## src/rtl/algo_rdtag_pkg.sv

```systemverilog
`default_nettype none
// ============================================================================
//  Module      : algo_rdtag_pkg
//  Description : Shared widths, saturation constant and helpers for the
//                read-tag tracking block.
//  Revision    : 1.0 - initial release
// ============================================================================
package algo_rdtag_pkg;

    localparam int unsigned c_cnt_w  = 16;
    localparam int unsigned c_port_w = 2;

    typedef logic [c_cnt_w-1:0]  cnt_t;
    typedef logic [c_port_w-1:0] port_idx_t;

    localparam cnt_t c_cnt_sat = 16'hFFFF;

    // Statistics counters stick at all-ones instead of wrapping.
    function automatic cnt_t sat_add(input cnt_t cnt, input cnt_t inc);
        logic [c_cnt_w:0] sum;
        sum = {1'b0, cnt} + {1'b0, inc};
        return sum[c_cnt_w] ? c_cnt_sat : sum[c_cnt_w-1:0];
    endfunction

endpackage
`default_nettype wire

```

## src/rtl/algo_rdtag_fifo.sv

```systemverilog
`default_nettype none
// ============================================================================
//  Module      : algo_rdtag_fifo
//  Description : DEPTH x TAGW tag FIFO for one read port, exposing its
//                occupancy and a combinational view of the head entry.
//  Revision    : 1.0 - initial release
// ============================================================================
module algo_rdtag_fifo #(
    parameter int DEPTH   = 4,
    parameter int TAGW    = 4,
    parameter int BITDPTH = 2
) (
    input  logic               clk,
    input  logic               rst,
    input  logic               push,
    input  logic [TAGW-1:0]    push_tag,
    input  logic               pop,
    output logic [TAGW-1:0]    head_tag,
    output logic [BITDPTH:0]   occupancy
);

    localparam logic [BITDPTH:0]   c_full = (BITDPTH+1)'(DEPTH);
    localparam logic [BITDPTH-1:0] c_last = BITDPTH'(DEPTH-1);

    logic [TAGW-1:0]    r_mem [DEPTH];
    logic [BITDPTH-1:0] r_wptr;
    logic [BITDPTH-1:0] r_rptr;
    logic [BITDPTH:0]   r_occ;
    logic               w_push;
    logic               w_pop;

    // Guards make an overflow push or an underflow pop a no-op.
    assign w_push    = push && (r_occ != c_full);
    assign w_pop     = pop  && (r_occ != '0);
    assign head_tag  = r_mem[r_rptr];
    assign occupancy = r_occ;

    always_ff @(posedge clk) begin
        if (w_push) begin
            r_mem[r_wptr] <= push_tag;
        end
    end

    always_ff @(posedge clk) begin
        if (rst) begin
            r_wptr <= '0;
            r_rptr <= '0;
            r_occ  <= '0;
        end else begin
            if (w_push) begin
                r_wptr <= (r_wptr == c_last) ? '0 : r_wptr + 1'b1;
            end
            if (w_pop) begin
                r_rptr <= (r_rptr == c_last) ? '0 : r_rptr + 1'b1;
            end
            case ({w_push, w_pop})
                2'b10:   r_occ <= r_occ + 1'b1;
                2'b01:   r_occ <= r_occ - 1'b1;
                default: r_occ <= r_occ;
            endcase
        end
    end

endmodule
`default_nettype wire

```

## src/rtl/algo_4r6w1p_rdtag_track.sv

```systemverilog
`default_nettype none
// ============================================================================
//  Module      : algo_4r6w1p_rdtag_track
//  Description : Per-port read tag tracking with in-order response tagging,
//                error statistics and orphan-response detection.
//  Revision    : 1.0 - initial release
// ============================================================================
module algo_4r6w1p_rdtag_track
    import algo_rdtag_pkg::*;
#(
    parameter int NUMRDPT = 4,
    parameter int WIDTH   = 64,
    parameter int BITVBNK = 1,
    parameter int BITVROW = 13,
    parameter int BITPADR = 15,
    parameter int TAGW    = 4,
    parameter int DEPTH   = 4,
    parameter int BITDPTH = 2
) (
    input  logic                         clk,
    input  logic                         rst,

    input  logic [NUMRDPT-1:0]           cl_read,
    input  logic [NUMRDPT*BITVBNK-1:0]   cl_badr,
    input  logic [NUMRDPT*BITVROW-1:0]   cl_radr,
    input  logic [NUMRDPT*TAGW-1:0]      cl_tag,
    output logic [NUMRDPT-1:0]           cl_rdy,

    input  logic                         ready,
    output logic [NUMRDPT-1:0]           read,
    output logic [NUMRDPT*BITVBNK-1:0]   rd_badr,
    output logic [NUMRDPT*BITVROW-1:0]   rd_radr,

    input  logic [NUMRDPT-1:0]           rd_vld,
    input  logic [NUMRDPT*WIDTH-1:0]     rd_dout,
    input  logic [NUMRDPT-1:0]           rd_serr,
    input  logic [NUMRDPT-1:0]           rd_derr,
    input  logic [NUMRDPT*BITPADR-1:0]   rd_padr,

    output logic [NUMRDPT-1:0]           rsp_vld,
    output logic [NUMRDPT*TAGW-1:0]      rsp_tag,
    output logic [NUMRDPT*WIDTH-1:0]     rsp_dout,
    output logic [NUMRDPT-1:0]           rsp_serr,
    output logic [NUMRDPT-1:0]           rsp_derr,

    input  logic                         clr_cnt,
    output logic [c_cnt_w-1:0]           serr_cnt,
    output logic [c_cnt_w-1:0]           derr_cnt,
    output logic [BITPADR-1:0]           derr_padr,
    output logic [c_port_w-1:0]          derr_port,
    output logic                         derr_seen,
    output logic [NUMRDPT-1:0]           orphan_err
);

    localparam int unsigned       c_inc_w = $clog2(NUMRDPT + 1);
    localparam logic [BITDPTH:0]  c_depth = (BITDPTH+1)'(DEPTH);

    logic [BITDPTH:0]         w_occ [NUMRDPT];
    logic [NUMRDPT*TAGW-1:0]  w_head;
    logic [NUMRDPT-1:0]       w_has_entry;

    logic [c_inc_w-1:0]       w_serr_inc;
    logic [c_inc_w-1:0]       w_derr_inc;
    logic                     w_derr_any;
    port_idx_t                w_derr_idx;
    logic [BITPADR-1:0]       w_derr_addr;

    assign rd_badr = cl_badr;
    assign rd_radr = cl_radr;

    generate
        for (genvar gi = 0; gi < NUMRDPT; gi++) begin : g_port
            // Acceptance looks only at the current occupancy; a pop in the
            // same cycle frees a slot for the following cycle.
            assign cl_rdy[gi]      = ready && !rst && (w_occ[gi] < c_depth);
            assign read[gi]        = cl_read[gi] && cl_rdy[gi];
            assign w_has_entry[gi] = (w_occ[gi] != '0);

            algo_rdtag_fifo #(
                .DEPTH   (DEPTH),
                .TAGW    (TAGW),
                .BITDPTH (BITDPTH)
            ) u_fifo (
                .clk       (clk),
                .rst       (rst),
                .push      (read[gi]),
                .push_tag  (cl_tag[gi*TAGW +: TAGW]),
                .pop       (rd_vld[gi]),
                .head_tag  (w_head[gi*TAGW +: TAGW]),
                .occupancy (w_occ[gi])
            );
        end
    endgenerate

    // Response pipeline: payload fields only move when a response arrives.
    always_ff @(posedge clk) begin
        if (rst) begin
            rsp_vld  <= '0;
            rsp_tag  <= '0;
            rsp_dout <= '0;
            rsp_serr <= '0;
            rsp_derr <= '0;
        end else begin
            for (int i = 0; i < NUMRDPT; i++) begin
                rsp_vld[i] <= rd_vld[i];
                if (rd_vld[i]) begin
                    rsp_tag[i*TAGW +: TAGW]    <= w_has_entry[i] ? w_head[i*TAGW +: TAGW] : '0;
                    rsp_dout[i*WIDTH +: WIDTH] <= rd_dout[i*WIDTH +: WIDTH];
                    rsp_serr[i]                <= rd_serr[i];
                    rsp_derr[i]                <= rd_derr[i];
                end
            end
        end
    end

    // Descending scan so the lowest-numbered erring port wins the capture.
    always_comb begin
        w_serr_inc  = '0;
        w_derr_inc  = '0;
        w_derr_any  = 1'b0;
        w_derr_idx  = '0;
        w_derr_addr = '0;
        for (int i = NUMRDPT - 1; i >= 0; i--) begin
            w_serr_inc = w_serr_inc + c_inc_w'(rd_vld[i] & rd_serr[i]);
            w_derr_inc = w_derr_inc + c_inc_w'(rd_vld[i] & rd_derr[i]);
            if (rd_vld[i] && rd_derr[i]) begin
                w_derr_any  = 1'b1;
                w_derr_idx  = c_port_w'(i);
                w_derr_addr = rd_padr[i*BITPADR +: BITPADR];
            end
        end
    end

    always_ff @(posedge clk) begin
        if (rst || clr_cnt) begin
            serr_cnt   <= '0;
            derr_cnt   <= '0;
            derr_seen  <= 1'b0;
            derr_padr  <= '0;
            derr_port  <= '0;
            orphan_err <= '0;
        end else begin
            serr_cnt   <= sat_add(serr_cnt, cnt_t'(w_serr_inc));
            derr_cnt   <= sat_add(derr_cnt, cnt_t'(w_derr_inc));
            orphan_err <= orphan_err | (rd_vld & ~w_has_entry);
            if (!derr_seen && w_derr_any) begin
                derr_seen <= 1'b1;
                derr_padr <= w_derr_addr;
                derr_port <= w_derr_idx;
            end
        end
    end

endmodule
`default_nettype wire

```

## config.mk

```make
export PLATFORM = sky130hd
export DESIGN_NAME = algo_4r6w1p_rdtag_track
export DESIGN_NICKNAME = d
export VERILOG_FILES = /design/src/rtl/algo_rdtag_pkg.sv /design/src/rtl/algo_rdtag_fifo.sv /design/src/rtl/algo_4r6w1p_rdtag_track.sv
export SDC_FILE = /design/constraint.sdc
export NUM_CORES = 1
export LEC_CHECK = 0
export BUFFER_PORTS_ARGS = -buffer_cell sky130_fd_sc_hd__clkbuf_2
export CORE_AREA = 2 2 312 314
export DETAILED_ROUTE_END_ITERATION = 16
export DIE_AREA = 0 0 314 316
export GPL_TIMING_DRIVEN = 0
export PLACE_DENSITY = 0.44
export REMOVE_ABC_BUFFERS = 1
export SLEW_MARGIN = 5
export SYNTH_ARGS = -nofsm -noshare
export SYNTH_HDL_FRONTEND = slang
export SYNTH_SLANG_ARGS = --single-unit
```

## constraint.sdc

```tcl
create_clock -name clk -period 4.81 [get_ports clk]
set_clock_uncertainty 0.2 [all_clocks]
set_input_delay 0.962 -clock clk [delete_from_list [all_inputs] [get_ports clk]]
set_output_delay 0.962 -clock clk [all_outputs]
set_load 0.01 [all_outputs]
```

==> out/metrics.yaml, run 1 <==
critical_path:
  start_kind: "input port"
  path_buf_inv: 4
  crit_fanout: 107
  path_delay_family: "buffers and inverters"
  cp.depth: 7
  r2r_cells: 10
  crit_required_ns: 3.65
  critPathKind: "input port to primary output"
  slowest_delay_ns: 0.56
  slowest_stage: "clkbuf_8"
  arrival_ns: 3.34
  path_cells: "clkbuf_8, buf_16, nand2b_1, nor2_1, nand2_1, clkinv_1, clkbuf_2"
  worstSetupEndpointType: "primary output"
power:
  p_leak_nw: 10.8
  max-vdd-ir-drop_mv: 0.229
  internal_power_mw: 6.98
  powerDensity_nw_per_um2: 402
  power_frac_comb_pct: 13.8
  pwr-share-clk_pct: 43.0
  switching_share_pct: 26.7
  pwr-share-seq_pct: 43.2
  p_sw_mw: 2.54
clock_network:
  htreeDepth: 2
  clock_latency_ns: 0.62
  numCtsBuffers: 55
  clk_pin_slew_ns: 0.06
  clock_sinks: 438
  cts_buffer_depth: 3
  cts_root_buf: "clkbuf_16"
  cts_tree: "yes"
  holdBufCountCts: 0
drt:
  drt_iter0_markers: 583
  vias_per_cell: 3.87
  drt_pass1_iterations: 4
  drt-wirelength-per-cell_um: 17.9
  drt-total-wl_um: 63900
  ant_nets: 0
  num_vias: 13800
  drc: 0
sta:
  fin_crit_sh_pct: 93.6
  setup_violations: 0
  rsz0062_at_grt: "false"
  max_clock_freq_mhz: 222
  drv_slew: 0
  relSlewSlack_pct: 9.94
  tightest_slew_ns: 1.35
  whs_ns: 0.257
  finalCriticalPeriod_ns: 4.50
  fin_ws_ns: 0.310
  finalHoldViolCount: 0
placement:
  finalWeightedCongestion: 0.780
  hpwl_um: 47600
  post_dp_cell_area_um2: 21800
  post-place-ws_ns: -1.50
  io_buffer_count: 697
  numPlacedInstances: 3458
grt:
  track_usage_pct: 12.2
  grt_pass1_vias: 13300
  antenna_found_initial: 5
  grt_max_degree: 110
  grt_overflow: 0
  grt_pass1_wl_um: 90000
synth:
  yosysSeqAreaShare_pct: 54.2
  syn_inst: 1633
  syn_area_um2: 17400
  synth_edf_count: 64
  ys.flop_type: "dfxtp_1"
  async_reset_ff_share_pct: 0
  synth.ff_latch_count: 438
  ys_types: 54
  syn_avg_cell_area_um2: 10.6
  synth_warnings: 0
final_layout:
  utilization_pct: 24.6
  drive_gt1_share_pct: 36.7
  regArea_um2: 9410
  fillers: 10500
  instances_no_fill: 3565
  postLayoutCellArea_um2: 23600
  multiInputGateArea_um2: 6960
  layout.nets: 2686
  syn2layout_area_growth_pct: 36.2
die:
  die_area_um2: 99200
  rows: 114
  die_x_um: 314
  die_h_um: 316
  core_um2: 96000
  start_util_pct: 18.1
  ioPinCount: 810
job:
  maxCapViolations: 0
status:
  run_status: "finished clean"
worst_hold_path:
  hp-class: "flip-flop to flip-flop"
  whs_path_depth: 2
-- repair_timing --
action,4_1_cts,5_1_grt
resized for setup,2,2
setup endpoints to repair,16,13
buffers inserted,3,0
-- kinds of logic after synthesis --
family	count (synthesis)	synth area share, %
compound gates	166	5.76
fa+ha+maj	36	2.98
xor+xnor	26	1.31
mux	288	17.8
simple gates	484	12.2
flops	438	54.2
buf+inv	195	5.84
-- stage by stage --
step | total power, mW | setup TNS, ns
floorplan | 4.84 | 0
global placement | 5.55 | -1203.42
detailed placement | 5.53 | -22.66
CTS | 9.73 | 0
global route | 10.0 | 0
finish | 9.51 | 0
-- final timing paths --
path | from | endpoint | slack, ns
worst max-delay path | rst | read[1] | 0.31
worst min-delay path | derr_padr[0]$_SDFFE_PP0P_ | derr_padr[0]$_SDFFE_PP0P_ | 0.26
worst min register to register | derr_padr[0]$_SDFFE_PP0P_ | derr_padr[0]$_SDFFE_PP0P_ | 0.26
worst max register to register | derr_cnt[0]$_SDFF_PP0_ | derr_cnt[5]$_SDFF_PP0_ | 1.56
-- layout by cell type (no fill, tap or decap), types with 16 or more instances in the layout --
cell type,synthesis,final
edfxtp_1,64,64
nor2_1,326,325
dfxtp_1,374,374
nand2_1,22,20
clkbuf_1,57,17
and2_1,18,17
mux2i_1,272,272
clkbuf_16,0,55
o21ai_0,33,33
nor2b_1,26,26
inv_1,36,35
mux4_2,16,16
clkbuf_2,0,692
ha_1,27,27
a21oi_1,91,91
nand3_1,40,40
-- sequential cells by signal, summed over array words and instances, names as in the netlist, 8 cells and up, named ones only --
name,flops
serr_cnt,16
rsp_dout,256
g_port.u_fifo.r_rptr,8
g_port.u_fifo.r_mem,64
g_port.u_fifo.occupancy,12
derr_cnt,16
g_port.u_fifo.r_wptr,8
derr_padr,15
rsp_tag,16
-- cell usage after synthesis, drive strengths merged (3+ instances only) --
| library cell | instances | area [um^2] |
|---|---|---|
| a311o | 3 | 30.0 |
| fa | 9 | 180 |
| nand3b | 3 | 22.5 |
| nand4 | 5 | 31.3 |
| clkbuf | 57 | 214 |
| a21o | 3 | 22.5 |
| nor2 | 326 | 1220 |
| and3 | 7 | 45.1 |
| nand2 | 22 | 82.6 |
| and2 | 18 | 113 |
| nand3 | 41 | 210 |
| o2111ai | 3 | 26.3 |
| o31ai | 3 | 22.5 |
| mux4 | 16 | 360 |
| clkinv | 3 | 11.3 |
| buf | 99 | 653 |
| or3 | 6 | 37.5 |
| xnor2 | 11 | 96.3 |
| dfxtp | 374 | 7490 |
| inv | 36 | 135 |
| edfxtp | 64 | 1920 |
| nor3 | 12 | 60.1 |
| mux2i | 272 | 2720 |
| o21ai | 33 | 165 |
| ha | 27 | 338 |
| xor2 | 15 | 131 |
| a21oi | 93 | 473 |
| nand2b | 11 | 68.8 |
| a31o | 15 | 131 |
| nor2b | 26 | 163 |
-- power by group through the flow --
stage          clock, mW  combinational [mW]  sequential, mW
6_report            4.09                1.32            4.11
5_1_grt             4.40                1.47            4.14
4_1_cts             4.26                1.35            4.11
3_5_place_dp           0                1.34            4.19
3_3_place_gp           0                1.36            4.19
2_1_floorplan          0               0.597            4.24
-- layout make-up --
cell class                      count  area share (%)
Tap cell                         1276            6.75
Inverter                           39           0.635
Multi-Input combinational cell   1000            29.4
Timing Repair Buffer              708            15.9
Clock inverter                     23           0.995
Antenna cell                        2          0.0212
Sequential cell                   438            39.8
Clock buffer                       79            6.50
-- metal layers --
metal	part of all wire (%)	GRT usage, %	vias up
met4	2.1	3.35	4
met2	47	19.4	480
met3	8.1	4.74	96
met1	43	15.1	6462
met5	0.17	1.18	-
li1	-	-	6746
-- tightest hold or removal path: stages (launching register included) --
cell and delay [ns]:
dfxtp_1 0.31, nand2_1 0.05, a21oi_1 0.05
(Power assumes the default switching activity.)
==> run 2: changes to the inputs <==
--- a/config.mk
+++ b/config.mk
@@ -5,8 +5,10 @@
 export SDC_FILE = /design/constraint.sdc
 export NUM_CORES = 1
 export LEC_CHECK = 0
+export ABC_AREA = 1
 export BUFFER_PORTS_ARGS = -buffer_cell sky130_fd_sc_hd__clkbuf_2
 export CORE_AREA = 2 2 312 314
+export CTS_CLUSTER_DIAMETER = 150
 export DETAILED_ROUTE_END_ITERATION = 16
 export DIE_AREA = 0 0 314 316
 export GPL_TIMING_DRIVEN = 0
==> run 2 against run 1 <==
Against the previous run:
- via count increased by 17%
- routed wire length up 6.7%
- clock power down 3%
- flip-flop and latch count is the same
- maximum frequency is 0.88% lower
- non-clock buffer count fell by 5
- total power down 2.6%
- die area is the same
- worst hold slack improved by 0.0050 ns
- critical path type unchanged
==> out/metrics.yaml, run 2 <==
final_layout:
  reg_top3: "rsp_dout: 256 flops, g_port.u_fifo.r_mem: 64 flops"  # unchanged
  final_cell_mix: "clkbuf_2 (692), nor2_1 (630), dfxtp_1 (374)"  # was clkbuf_2 (692), dfxtp_1 (374), nor2_1 (325)
  regArea_um2: 9410  # unchanged
  regMostFlops: "rsp_dout"  # unchanged
  largest_register_ffs: 256  # unchanged
  drive_gt1_share_pct: 30.1  # was 36.7%
  instances_no_fill: 4045  # was 3565
  syn2layout_area_growth_pct: 35.0  # was 36.2%
  multiInputGateArea_um2: 6630  # was 6960 um^2
  fillers: 10600  # was 10500
  layout.nets: 3166  # was 2686
  final_common_cell: "clkbuf_2"  # unchanged
grt:
  antenna_found_initial: 2  # was 5
  track_usage_pct: 13.1  # was 12.2%
  grt_pass1_wl_um: 99000  # was 90000 um
  grt_max_degree: 162  # was 110
  grt_overflow: 0  # unchanged
  grt_pass1_vias: 15400  # was 13300
power:
  power_frac_comb_pct: 12.9  # was 13.8%
  powerDensity_nw_per_um2: 394  # was 402 nW/um^2
  max-vdd-ir-drop_mv: 0.236  # was 0.229 mV
  p_leak_nw: 10.7  # was 10.8 nW
  internal_power_mw: 6.72  # was 6.98 mW
  pwr-share-clk_pct: 42.9  # was 43.0%
  p_sw_mw: 2.55  # was 2.54 mW
  pwr-share-seq_pct: 44.1  # was 43.2%
  switching_share_pct: 27.5  # was 26.7%
sta:
  rsz0062_at_grt: "false"  # unchanged
  finalHoldViolCount: 0  # unchanged
  max_clock_freq_mhz: 220  # was 222 MHz
  whs_ns: 0.262  # was 0.257 ns
  tightest_slew_ns: 1.13  # was 1.35 ns
  relSlewSlack_pct: 24.8  # was 9.94%
  drv_slew: 0  # unchanged
  fin_crit_sh_pct: 94.4  # was 93.6%
  finalCriticalPeriod_ns: 4.54  # was 4.50 ns
  setup_violations: 0  # unchanged
critical_path:
  crit_required_ns: 3.65  # about the same
  path_delay_family: "buffers and inverters"  # unchanged
  path_cells: "buf_4, inv_16, buf_16, nand2_1, nor2_1, nand2_1, inv_1, clkbuf_2"  # was clkbuf_8, buf_16, nand2b_1, nor2_1, nand2_1, clkinv_1, clkbuf_2
  worstSetupEndpointType: "primary output"  # unchanged
  crit_fanout: 161  # was 107
  cpMostUsedCell: "nand2_1"
  start_kind: "input port"  # unchanged
  path_buf_inv: 5  # was 4
  slowest_delay_ns: 0.62  # was 0.56 ns
  slowest_stage: "buf_4"  # was clkbuf_8
  arrival_ns: 3.38  # was 3.34 ns
  critPathKind: "input port to primary output"  # unchanged
die:
  ioPinCount: 810  # unchanged
  core_um2: 96000  # unchanged
  rows: 114  # unchanged
  start_util_pct: 18.1  # about the same
  die_h_um: 316  # unchanged
  die_area_um2: 99200  # unchanged
  die_x_um: 314  # unchanged
synth:
  synth_edf_count: 64  # unchanged
  synth_top_area_share_pct: 43.0  # was 43.1%
  syn_avg_cell_area_um2: 8.15  # was 10.6 um^2
  synth_warnings: 0  # unchanged
  yosys-top-cells-area: "dfxtp_1 (43%), nor2_1 (14%), edfxtp_1 (11%)"  # was dfxtp_1 (43%), mux2i_1 (16%), edfxtp_1 (11%)
  ys.flop_type: "dfxtp_1"  # unchanged
  synth.most_common_cell: "nor2_1"  # was dfxtp_1
  synth.ff_latch_count: 438  # unchanged
  synth_top_area_cell: "dfxtp_1"  # unchanged
  syn_inst: 2136  # was 1633
  async_reset_ff_share_pct: 0  # unchanged
  yosysSeqAreaShare_pct: 54.1  # was 54.2%
  syn_area_um2: 17400  # about the same
  ys_types: 38  # was 54
  ys_top_cells_by_count: "nor2_1 (630), dfxtp_1 (374), o21ai_0 (323)"  # was dfxtp_1 (374), nor2_1 (326), mux2i_1 (272)
drt:
  drt_iter0_markers: 888  # was 583
  drt-total-wl_um: 68200  # was 63900 um
  num_vias: 16100  # was 13800
  ant_nets: 0  # unchanged
  drc: 0  # unchanged
  vias_per_cell: 3.98  # was 3.87
  drt_pass1_iterations: 5  # was 4
  drt-wirelength-per-cell_um: 16.8  # was 17.9 um
clock_network:
  cts_root_buf: "clkbuf_16"  # unchanged
  clock_latency_ns: 0.63  # was 0.62 ns
  cts_tree: "yes"  # unchanged
  clock_sinks: 438  # unchanged
  holdBufCountCts: 0  # unchanged
  cts_buffer_depth: 3  # unchanged
  htreeDepth: 2  # unchanged
  numCtsBuffers: 52  # was 55
  clk_pin_slew_ns: 0.06  # about the same
worst_hold_path:
  hp-class: "flip-flop to flip-flop"  # unchanged
placement:
  finalWeightedCongestion: 0.798  # was 0.780
  io_buffer_count: 697  # unchanged
  numPlacedInstances: 3943  # was 3458
  hpwl_um: 49200  # was 47600 um
status:
  run_status: "finished clean"  # unchanged
job:
  maxCapViolations: 0  # unchanged
## run 2: cell types whose count changed after synthesis, moves of 13 or more
cell and change:
and2_1 -17, mux2i_1 -272, clkbuf_1 +34, nor2b_1 -26, nand3_1 +13, nand2_1 +145, a31o_2 -14, o21ai_0 +290
o21ai_1 +30, nor2_1 +304, inv_1 +67, mux4_2 -16, buf_2 -14
## run 2: path summary, 6_finish.rpt
kind / startpoint / end / slack, ns / cells after the start
hold / removal: rsp_tag[15]$_SDFFE_PP0P_ / rsp_tag[15]$_SDFFE_PP0P_ / 0.26 / 2
setup reg to reg: serr_cnt[0]$_SDFF_PP0_ / serr_cnt[13]$_SDFF_PP0_ / 1.76 / 11
hold reg to reg: rsp_tag[15]$_SDFFE_PP0P_ / rsp_tag[15]$_SDFFE_PP0P_ / 0.26 / 2
setup / recovery: rst / read[0] / 0.27 / 8
## run 2: cells by family after synthesis
| family | after synthesis | share of synthesized area, % |
|---|---|---|
| AOI/OAI and AO/OA | 464 | 13.8 |
| buffers and inverters | 290 | 7.88 |
| DFF | 438 | 54.1 |
| and+or+nand+nor | 894 | 20.6 |
| adders and majority gates | 36 | 2.98 |
| xor gates and xnor gates | 14 | 0.704 |
## run 2: area by class of cell
type,instances,area share [%]
sequential,438,40.0
multi-input combinational,1408,28.2
timing repair buffer,703,15.6
tap,1276,6.79
clock buffer,78,6.51
inverter,118,2.00
clock inverter,19,0.836
antenna,4,0.0426
timing repair inverter,1,0.0373
## run 2: power by group through the flow
stage / Combinational, mW / Clock, mW / Sequential [mW]
CTS: 1.23 / 4.14 / 4.09
finish: 1.20 / 3.98 / 4.09
global placement: 1.23 / 0 / 4.17
global route: 1.36 / 4.29 / 4.12
detailed placement: 1.22 / 0 / 4.17
floorplan: 0.505 / 0 / 4.23
## run 2: worst reg2reg max path: cells and delay by family (launching register included)
kind                       cells  cell delay (ns)
and+or+nand+nor                5             1.00
adders and majority gates      3             1.17
buffers and inverters          3             0.24
DFF                            1             0.38
## run 2: routing by layer
metal | global-route usage (%) | part of all wire (%) | vias up
li1 | - | - | 8055
met1 | 16.1 | 43 | 7359
met2 | 21.4 | 46 | 564
met3 | 4.57 | 7.9 | 94
met4 | 3.71 | 2.3 | 8
met5 | 1.09 | 0.24 | -
## run 2: stage by stage
stage / cell area (um^2) / setup slack [ns] / total power [mW] / utilization, % / TNS (ns)
detailed placement: 21800 / -0.229 / 5.39 / 22.7 / -1.27
floorplan: 16500 / 0.244 / 4.74 / - / 0
finish: 23500 / 0.270 / 9.27 / 24.5 / 0
global route: 23500 / 0.0825 / 9.77 / 24.5 / 0
CTS: 23500 / 0.0560 / 9.47 / 24.5 / 0
global placement: 21600 / -3.53 / 5.39 / 22.5 / -768.73
## run 2: timing repair
item | in CTS | in global routing
gates cloned | 1 | 0
endpoints found under the setup margin | 4 | 4
hold endpoints to repair | 0 | 0
setup buffers | 0 | 0
gates resized for setup | 2 | 1
==> run 3: changes to the inputs <==
==> constraint.sdc (replaced) <==
create_clock -name clk -period 4.55 [get_ports clk]
set_clock_uncertainty 0.2 [all_clocks]
set_input_delay 0.91 -clock clk [delete_from_list [all_inputs] [get_ports clk]]
set_output_delay 0.91 -clock clk [all_outputs]
set_load 0.01 [all_outputs]
==> run 3 against run 2 <==
Against the previous run:
- highest routed layer unchanged
- first-iteration DRC count shrank 5.4%
- die area did not move
- register-to-register slack worse by 0.27 ns
==> out/metrics.yaml, run 3 (synthesis results as in run 2) <==
placement:
  hpwl_um: 49200  # unchanged
  io_buffer_count: 697  # unchanged
  post-place-ws_ns: -0.385  # was -0.229 ns
  numPlacedInstances: 3943  # unchanged
  finalWeightedCongestion: 0.798  # unchanged
critical_path:
  cp-startpoint: "rd_vld[1]"  # was rst
  r2r_cells: 11  # unchanged
  crit_required_ns: 4.91  # was 3.65 ns
  r2r_setup_slack_ns: 1.49  # was 1.76 ns
  rr_endpoint: "serr_cnt[13]$_SDFF_PP0_"  # unchanged
  arrival_ns: 4.52  # was 3.38 ns
  crit_fanout: 41  # was 161
  crit_end: "derr_cnt[13]$_SDFF_PP0_"  # was read[0]
  rr_startpoint: "serr_cnt[0]$_SDFF_PP0_"  # unchanged
  start_kind: "input port"  # unchanged
  worstSetupEndpointType: "flip-flop"  # was primary output
  critPathKind: "input port to flip-flop"  # was input port to primary output
clock_network:
  cts_buffer_depth: 3  # unchanged
  numCtsBuffers: 52  # unchanged
  cts_tree: "yes"  # unchanged
  cts_root_buf: "clkbuf_16"  # unchanged
  clock_sinks: 438  # unchanged
  clock_latency_ns: 0.62  # was 0.63 ns
  holdBufCountCts: 0  # unchanged
  postCtsSetupBuffers: 0  # unchanged
  htreeDepth: 2  # unchanged
  clk_pin_slew_ns: 0.06  # about the same
sta:
  rsz0062_at_grt: "false"  # unchanged
  max_clock_freq_mhz: 240
  fin_ws_ns: 0.392  # was 0.270 ns
  fin_setup_tns_ns: 0  # unchanged
  finalCriticalPeriod_ns: 4.16
  relSlewSlack_pct: 24.4  # was 24.8%
  setup_violations: 0  # unchanged
  drv_slew: 0  # unchanged
  tightest_slew_ns: 1.13  # about the same
  fin_crit_sh_pct: 91.4
  finalHoldViolCount: 0  # unchanged
  whs_ns: 0.262  # about the same
final_layout:
  instances_no_fill: 4045  # unchanged
  utilization_pct: 24.5  # about the same
  multiInputGateArea_um2: 6630  # unchanged
  drive_gt1_share_pct: 30.1  # about the same
  reg_top3: "rsp_dout: 256 flops, g_port.u_fifo.r_mem: 64 flops"  # unchanged
  regArea_um2: 9410  # unchanged
  largest_register_ffs: 256  # unchanged
  syn2layout_area_growth_pct: 35.2  # was 35.0%
  final_common_cell: "clkbuf_2"  # unchanged
  final_cell_mix: "clkbuf_2 (692), nor2_1 (630), dfxtp_1 (374)"  # unchanged
  regMostFlops: "rsp_dout"  # unchanged
  layout.nets: 3167  # was 3166
  fillers: 10600  # about the same
drt:
  drt-wirelength-per-cell_um: 17.0  # was 16.8 um
  drt_iter0_markers: 840  # was 888
  ant_nets: 0  # unchanged
  drt-total-wl_um: 68900  # was 68200 um
  drt_pass1_iterations: 4  # was 5
  drc: 0  # unchanged
  num_vias: 16100  # about the same
  vias_per_cell: 3.98  # about the same
grt:
  antenna_found_initial: 3  # was 2
  grt_overflow: 0  # unchanged
  grt_pass1_vias: 15400  # unchanged
  grt_max_degree: 162  # unchanged
  grt_pass1_wl_um: 99000  # unchanged
  track_usage_pct: 13.1  # unchanged
power:
  powerDensity_nw_per_um2: 417  # was 394 nW/um^2
  max-vdd-ir-drop_mv: 0.250  # was 0.236 mV
  p_leak_nw: 10.7  # about the same
die:
  core_um2: 96000  # unchanged
  die_area_um2: 99200  # unchanged
  die_x_um: 314  # unchanged
  start_util_pct: 18.1  # unchanged
  die_h_um: 316  # unchanged
  rows: 114  # unchanged
  ioPinCount: 810  # unchanged
status:
  run_status: "finished clean"  # unchanged
job:
  maxCapViolations: 0  # unchanged
worst_hold_path:
  hp-class: "flip-flop to flip-flop"  # unchanged
[run 3: worst min path at each step]
stage / start / end / slack, ns / depth (start not counted)
3_3_place_gp: orphan_err[3]$_SDFF_PP0_ / orphan_err[3]$_SDFF_PP0_ / 0.25 / 1
4_1_cts: cl_tag[6] / g_port[1].u_fifo.r_mem[3][2]$_DFFE_PP_ / 0.24 / 1
5_1_grt: cl_tag[14] / g_port[3].u_fifo.r_mem[3][2]$_DFFE_PP_ / 0.26 / 1
6_report: rsp_tag[15]$_SDFFE_PP0P_ / rsp_tag[15]$_SDFFE_PP0P_ / 0.26 / 2
2_1_floorplan: g_port[0].u_fifo.occupancy[1]$_SDFFE_PP0P_ / g_port[0].u_fifo.occupancy[1]$_SDFFE_PP0P_ / 0.26 / 2
3_5_place_dp: rsp_tag[15]$_SDFFE_PP0P_ / rsp_tag[15]$_SDFFE_PP0P_ / 0.25 / 2
[run 3: metal layers]
| metal | vias to the layer above | GRT usage [%] | wire [um] |
|---|---|---|---|
| li1 | 8052 | - | - |
| met1 | 7361 | 16.1 | 29700 |
| met2 | 584 | 21.4 | 32000 |
| met3 | 101 | 4.57 | 5450 |
| met4 | 8 | 3.71 | 1560 |
| met5 | - | 1.09 | 165 |
[run 3: cell type report]
class	count	area share, %
antenna	3	0.0319
clock buffer	78	6.50
clock inverter	19	0.835
inverter	118	1.99
multi-input combinational	1408	28.2
sequential	438	40.0
tap	1276	6.78
timing repair buffer	704	15.7
timing repair inverter	1	0.0372
[run 3: report_power, final]
part | internal [mW] | switching (mW)
Combinational | 0.480 | 0.795
Sequential | 4.18 | 0.145
Clock | 2.45 | 1.77
[run 3: worst max-delay path, cell delays in order]
cell	delay (ns)
clkbuf_4	0.31
buf_16	0.30
nand2_1	0.67
inv_1	0.21
ha_1	0.33
inv_1	0.04
fa_1	0.36
inv_1	0.10
fa_1	0.27
nand2_2	0.09
nor2_4	0.17
nand3_4	0.11
nor2_4	0.13
nand2_4	0.17
nand3_1	0.14
nand2_1	0.06
inv_1	0.08
[run 3: per-stage QoR]
step	area (um^2)	power (mW)
2_1_floorplan	16500	5.01
3_5_place_dp	21800	5.70
5_1_grt	23500	10.3
3_3_place_gp	21600	5.70
6_report	23500	9.81
4_1_cts	23500	10.0
[run 3: timing repair]
item                                    CTS  global route
endpoints found under the setup margin    4             1
resized for setup                         3             0
cloned                                    1             1
